==> src/rtl/vmem_arb_pkg.sv <==
// Shared types and default widths for the frame-memory arbiter and its write buffer.
package vmem_arb_pkg;

    localparam int unsigned ADDR_W             = 19;
    localparam int unsigned DATA_W             = 24;
    localparam int unsigned FIFO_DEPTH_DEFAULT = 4;
    localparam int unsigned STAT_W             = 16;

    typedef enum logic [1:0] {
        IDLE  = 2'd0,
        DISP  = 2'd1,
        DRAIN = 2'd2
    } state_e;

    typedef struct packed {
        logic [ADDR_W-1:0] addr;
        logic [DATA_W-1:0] data;
    } wr_entry_t;

endpackage

==> src/rtl/vmem_wr_fifo.sv <==
// Synchronous write buffer of wr_entry_t; push is ignored when full, pop when empty.
module vmem_wr_fifo
    import vmem_arb_pkg::*;
#(
    parameter  int unsigned DEPTH = FIFO_DEPTH_DEFAULT,
    localparam int unsigned PTR_W = $clog2(DEPTH),
    localparam int unsigned CNT_W = $clog2(DEPTH) + 1
)(
    input  logic             clk,
    input  logic             resetn,
    input  logic             push,
    input  wr_entry_t        din,
    input  logic             pop,
    output wr_entry_t        dout,
    output logic             full,
    output logic             empty,
    output logic [CNT_W-1:0] count
);

    wr_entry_t        mem_q [DEPTH];
    logic [PTR_W-1:0] wr_ptr_q, wr_ptr_d;
    logic [PTR_W-1:0] rd_ptr_q, rd_ptr_d;
    logic [CNT_W-1:0] count_q, count_d;
    logic             push_ok;
    logic             pop_ok;

    assign full    = (count_q == CNT_W'(DEPTH));
    assign empty   = (count_q == '0);
    assign count   = count_q;
    assign dout    = mem_q[rd_ptr_q];
    assign push_ok = push && !full;
    assign pop_ok  = pop && !empty;

    // Pointers wrap naturally because DEPTH is a power of two.
    always_comb begin
        wr_ptr_d = wr_ptr_q;
        rd_ptr_d = rd_ptr_q;
        count_d  = count_q;
        if (push_ok) begin
            wr_ptr_d = wr_ptr_q + PTR_W'(1);
        end
        if (pop_ok) begin
            rd_ptr_d = rd_ptr_q + PTR_W'(1);
        end
        if (push_ok && !pop_ok) begin
            count_d = count_q + CNT_W'(1);
        end else if (pop_ok && !push_ok) begin
            count_d = count_q - CNT_W'(1);
        end
    end

    always_ff @(posedge clk or negedge resetn) begin
        if (!resetn) begin
            wr_ptr_q <= '0;
            rd_ptr_q <= '0;
            count_q  <= '0;
        end else begin
            wr_ptr_q <= wr_ptr_d;
            rd_ptr_q <= rd_ptr_d;
            count_q  <= count_d;
        end
    end

    // Storage needs no reset; the count alone defines which entries are valid.
    always_ff @(posedge clk) begin
        if (push_ok) begin
            mem_q[wr_ptr_q] <= din;
        end
    end

endmodule

==> src/rtl/vmem_arbiter.sv <==
// Frame-memory arbiter: scan-out reads own memory during active video, buffered writes drain in blanking.
// Optional statistics outputs (stall_cnt, wr_cnt) are built when VMEM_ARB_STATS_EN is defined.
module vmem_arbiter
    import vmem_arb_pkg::*;
#(
    parameter int unsigned FIFO_DEPTH = FIFO_DEPTH_DEFAULT
)(
    input  logic              clk,
    input  logic              resetn,
    input  logic              vga_valid,
    input  logic [ADDR_W-1:0] vga_addr,
    output logic [DATA_W-1:0] vga_data,
    input  logic              wr_valid,
    output logic              wr_ready,
    input  logic [ADDR_W-1:0] wr_addr,
    input  logic [DATA_W-1:0] wr_data,
    output logic [ADDR_W-1:0] mem_addr,
    output logic              mem_we,
    output logic [DATA_W-1:0] mem_wdata,
    input  logic [DATA_W-1:0] mem_rdata,
    output logic              busy
`ifdef VMEM_ARB_STATS_EN
    ,
    output logic [STAT_W-1:0] stall_cnt,
    output logic [STAT_W-1:0] wr_cnt
`endif
);

    localparam int unsigned CNT_W = $clog2(FIFO_DEPTH) + 1;

    state_e           state_q, state_d;
    wr_entry_t        push_entry;
    wr_entry_t        head;
    logic             full;
    logic             empty;
    logic             push;
    logic             pop;
    logic             last_pop;
    logic [CNT_W-1:0] fifo_count;

    always_comb begin
        push_entry.addr = wr_addr;
        push_entry.data = wr_data;
    end

    vmem_wr_fifo #(
        .DEPTH (FIFO_DEPTH)
    ) u_wr_fifo (
        .clk    (clk),
        .resetn (resetn),
        .push   (push),
        .din    (push_entry),
        .pop    (pop),
        .dout   (head),
        .full   (full),
        .empty  (empty),
        .count  (fifo_count)
    );

    assign wr_ready = !full;
    assign push     = wr_valid && !full;
    assign busy     = !empty;

    // Live vga_valid gates the write so it can never collide with a display read.
    assign mem_we   = (state_q == DRAIN) && !vga_valid && !empty;
    assign pop      = mem_we;
    assign last_pop = pop && !push && (fifo_count == CNT_W'(1));

    assign mem_addr  = vga_valid ? vga_addr : head.addr;
    assign vga_data  = vga_valid ? mem_rdata : '0;
    assign mem_wdata = head.data;

    always_comb begin
        state_d = state_q;
        unique case (state_q)
            IDLE: begin
                if (vga_valid) begin
                    state_d = DISP;
                end else if (!empty) begin
                    state_d = DRAIN;
                end
            end
            DISP: begin
                if (!vga_valid) begin
                    state_d = empty ? IDLE : DRAIN;
                end
            end
            DRAIN: begin
                if (vga_valid) begin
                    state_d = DISP;
                end else if (empty || last_pop) begin
                    state_d = IDLE;
                end
            end
            default: state_d = IDLE;
        endcase
    end

    always_ff @(posedge clk or negedge resetn) begin
        if (!resetn) begin
            state_q <= IDLE;
        end else begin
            state_q <= state_d;
        end
    end

`ifdef VMEM_ARB_STATS_EN
    logic [STAT_W-1:0] stall_cnt_q, stall_cnt_d;
    logic [STAT_W-1:0] wr_cnt_q, wr_cnt_d;

    // Stall counter saturates; write counter wraps.
    always_comb begin
        stall_cnt_d = stall_cnt_q;
        wr_cnt_d    = wr_cnt_q;
        if (wr_valid && !wr_ready && (stall_cnt_q != {STAT_W{1'b1}})) begin
            stall_cnt_d = stall_cnt_q + STAT_W'(1);
        end
        if (mem_we) begin
            wr_cnt_d = wr_cnt_q + STAT_W'(1);
        end
    end

    always_ff @(posedge clk or negedge resetn) begin
        if (!resetn) begin
            stall_cnt_q <= '0;
            wr_cnt_q    <= '0;
        end else begin
            stall_cnt_q <= stall_cnt_d;
            wr_cnt_q    <= wr_cnt_d;
        end
    end

    assign stall_cnt = stall_cnt_q;
    assign wr_cnt    = wr_cnt_q;
`endif

endmodule

==> config.mk <==
export PLATFORM = sky130hd
export DESIGN_NAME = vmem_arbiter
export DESIGN_NICKNAME = d
export VERILOG_FILES = /design/src/rtl/vmem_arb_pkg.sv /design/src/rtl/vmem_wr_fifo.sv /design/src/rtl/vmem_arbiter.sv
export SDC_FILE = /design/constraint.sdc
export NUM_CORES = 1
export LEC_CHECK = 0
export ABC_AREA = 1
export BUFFER_PORTS_ARGS = -buffer_cell sky130_fd_sc_hd__buf_2
export CAP_MARGIN = 30
export CELL_PAD_IN_SITES_DETAIL_PLACEMENT = 0
export CELL_PAD_IN_SITES_GLOBAL_PLACEMENT = 1
export CORE_ASPECT_RATIO = 1.2
export CORE_MARGIN = 1.5
export CORE_UTILIZATION = 46
export DETAILED_ROUTE_END_ITERATION = 12
export MAX_ROUTING_LAYER = met4
export PLACE_DENSITY_LB_ADDON = 0.1
export REMOVE_ABC_BUFFERS = 1
export SETUP_SLACK_MARGIN = 0.3
export SYNTH_ARGS = -nofsm -noshare
export SYNTH_HDL_FRONTEND = slang
export SYNTH_SLANG_ARGS = --single-unit
==> constraint.sdc <==
create_clock -name clk -period 6.2 [get_ports clk]
set_input_delay 0.31 -clock clk [delete_from_list [all_inputs] [get_ports clk]]
set_output_delay 0.31 -clock clk [all_outputs]
set_load 0.005 [all_outputs]
==> impl_metrics.tcl <==
set metrics [dict create \
    status "completed" \
    post-route-util_pct 55.7 \
    grt_pass1_vias 4744 \
    worstSetupPathType "register to output port" \
    cts_buffer_depth 2 \
    max_freq_mhz 314 \
    syn_inst 644 \
    most-common-layout-cells "172 x edfxtp_1, 167 x nand2_1, 159 x buf_2, 74 x nor2_1, 65 x o21ai_0" \
    rsz0062_at_grt "no" \
    r2r-end "u_wr_fifo.mem_q[3][27]" \
    die_area_mm2 0.0172 \
    hold_depth 1 \
    core_mm2 0.0161 \
    syn_area_mm2 0.00755 \
    critPathMaxFanout 87 \
    routed_wl_mm 15.5 \
    io_buffers 159 \
    clock_power_share_pct 25.0 \
    regToRegSetupSlack_ns 3.65 \
    ys_seq_area_share_pct 71.4 \
    finalSetupViolCount 0 \
    busiest_layer "met2" \
    post_dp_cell_area_mm2 0.00844 \
    wl_per_cell_um 15.2 \
    cts_buffers 17 \
    p_int_mw 2.58 \
    peakVddDrop_mv 0.288 \
    drive_gt1_share_pct 25.2 \
    synth-seq-cells 181 \
    hold_viol_final 0 \
    cts_tree "yes" \
    p_leak_nw 3.73 \
    cp-end-kind "output port" \
    layout_commonest_cell "edfxtp_1" \
    hp-class "primary input to register" \
    hold_end "u_wr_fifo.mem_q[0][19]" \
    crit_path_start_kind "register" \
    post-cts-setup-buffer-count 0 \
    swShare_pct 34.3 \
    clk_pin_slew_ns 0.07 \
    yosysWarnings 0 \
    fin_cells 1018 \
    syn_area_per_cell_um2 11.7 \
    start_util_pct 46.8 \
    track_usage_pct 19.1 \
    final_antenna_net_count 0 \
    ys_types 25 \
    pwr-share-seq_pct 45.1 \
    drt_first_pass_iters 4 \
    final_area_mm2 0.00899 \
    maxSlewHeadroom_pct 37.0 \
    worstPathRequired_ns 5.89 \
    r2r-start "u_wr_fifo.count[0]" \
    cts_sinks 181 \
    drv_slew 0 \
    p_sw_mw 1.35 \
    nNetsFinal 892 \
    grt-ovfl-total 0 \
    antenna_found_initial 1 \
    worstRegToRegCells 6 \
    dr_total_vias 5003 \
    root_buffer "clkbuf_16" \
    post-route-min-period_ns 3.19 \
    setup_tns_ns 0 \
    fp.dieH_um 143 \
    grt_max_degree 88 \
    htree_levels 4 \
    dp_hpwl_mm 9.17 \
    rows 51 \
    grtUsageMet2_pct 32.2 \
    use_met1_pct 23.0 \
    hp-start "wr_data[19]" \
    cts.repair.resized 0 \
    syn_to_final_growth_pct 19.1 \
    worstPathArrival_ns 2.88 \
    p_comb_share_pct 29.9 \
    power_density_mw_per_mm2 437 \
    min_period_over_period_pct 51.4 \
    worst_slew_pin_slew_ns 0.945 \
    drt_iter0_drc 276 \
    use_met3_pct 4.92 \
    finalClockSkew_ns 0.0108 \
    die_w_um 120 \
    gp_congestion 0.740 \
    io_pins 160 \
    via_per_inst 4.91 \
    maxCapViolations 0 \
    drc 0 \
    clkLatencyLatePin_ns 0.42 \
    grt_pass1_wl_mm 24.2 \
    dp.cells 985 \
]
## area by class of cell
cell class	instances	area, um2
Inverter	47	186
Clock inverter	12	106
Clock buffer	19	433
Antenna cell	1	2.50
Tap cell	212	265
Timing Repair Buffer	165	843
Sequential cell	181	5390
Multi-Input combinational cell	381	1760
Fill cell	1360	7160
## cell families (layout without fill, tap and decap cells)
logic type	count (synthesis)	count (layout)	synth area share, %
simple gates	250	250	12.7
other cells	0	1	0
buf+inv	82	243	5.70
flops	181	181	71.4
fa+ha+maj	9	9	1.49
compound gates	117	117	8.16
xor+xnor	5	5	0.580
## registers in the layout, summed over array words and instances (netlist names)
name	cells
u_wr_fifo.mem_q	172
u_wr_fifo.count	3
u_wr_fifo.rd_ptr_q	2
u_wr_fifo.wr_ptr_q	2
state_q	2
## through the flow
stage	total power, mW	hold WS (ns)	setup slack (ns)
floorplan	2.46	0.0144	3.06
global placement	2.97	0.178	3.53
detailed placement	3.00	0.173	3.47
CTS	3.98	0.0877	3.03
global route	4.20	0.0839	2.78
finish	3.93	0.101	3.01
## cell usage after synthesis (all sizes together)
master    n  share of area, %
buf      31               3.0
nand3     4              0.33
nor2     79               4.0
inv      46               2.4
dfrtp     9               3.0
clkinv    1              0.12
clkbuf    4              0.27
xor2      4              0.46
a21oi     1             0.066
edfxtp  172                68
nand2   167               8.3
ha        9               1.5
xnor2     1              0.12
o21ai    92               6.1
o22ai    24               2.0
## routing by layer
layer / wire length [um] / vias to the layer above
met2: 7710 / 165
met1: 6620 / 2337
met5: 0 / -
met4: 142 / 0
li1: - / 2490
met3: 1010 / 11
## worst max-delay path by stage
stage	start	to	slack, ns
2_1_floorplan	u_wr_fifo.count[0]	u_wr_fifo.mem_q[0][0]	3.06
3_3_place_gp	u_wr_fifo.rd_ptr_q[0]	mem_addr[3]	3.53
3_5_place_dp	u_wr_fifo.rd_ptr_q[0]	mem_addr[1]	3.47
4_1_cts	u_wr_fifo.rd_ptr_q[0]	mem_addr[3]	3.03
5_1_grt	u_wr_fifo.rd_ptr_q[0]	mem_addr[18]	2.78
6_report	u_wr_fifo.rd_ptr_q[0]	mem_addr[1]	3.01
## critical path, cell delays in order (launching register included)
cell and delay (ns):
dfrtp_2 0.92, buf_4 0.52, inv_6 0.30, nand2_1 0.16
nand2_1 0.06, nand2_1 0.05, o21ai_0 0.11, nand2_1 0.08
nand2_1 0.06, buf_2 0.12
## power by group through the flow
stage / Combinational [mW] / Clock (mW) / Sequential, mW
detailed placement: 1.20 / 0 / 1.80
CTS: 1.20 / 1.00 / 1.78
global route: 1.34 / 1.05 / 1.81
floorplan: 0.684 / 0 / 1.78
global placement: 1.17 / 0 / 1.80
finish: 1.18 / 0.982 / 1.77
## what timing repair did
item | 4_1_cts | 5_1_grt
hold buffers | 1 | 0
endpoints found under the hold margin | 9 | 0
setup endpoints to repair | 0 | 0
(Power assumes the default switching activity.)
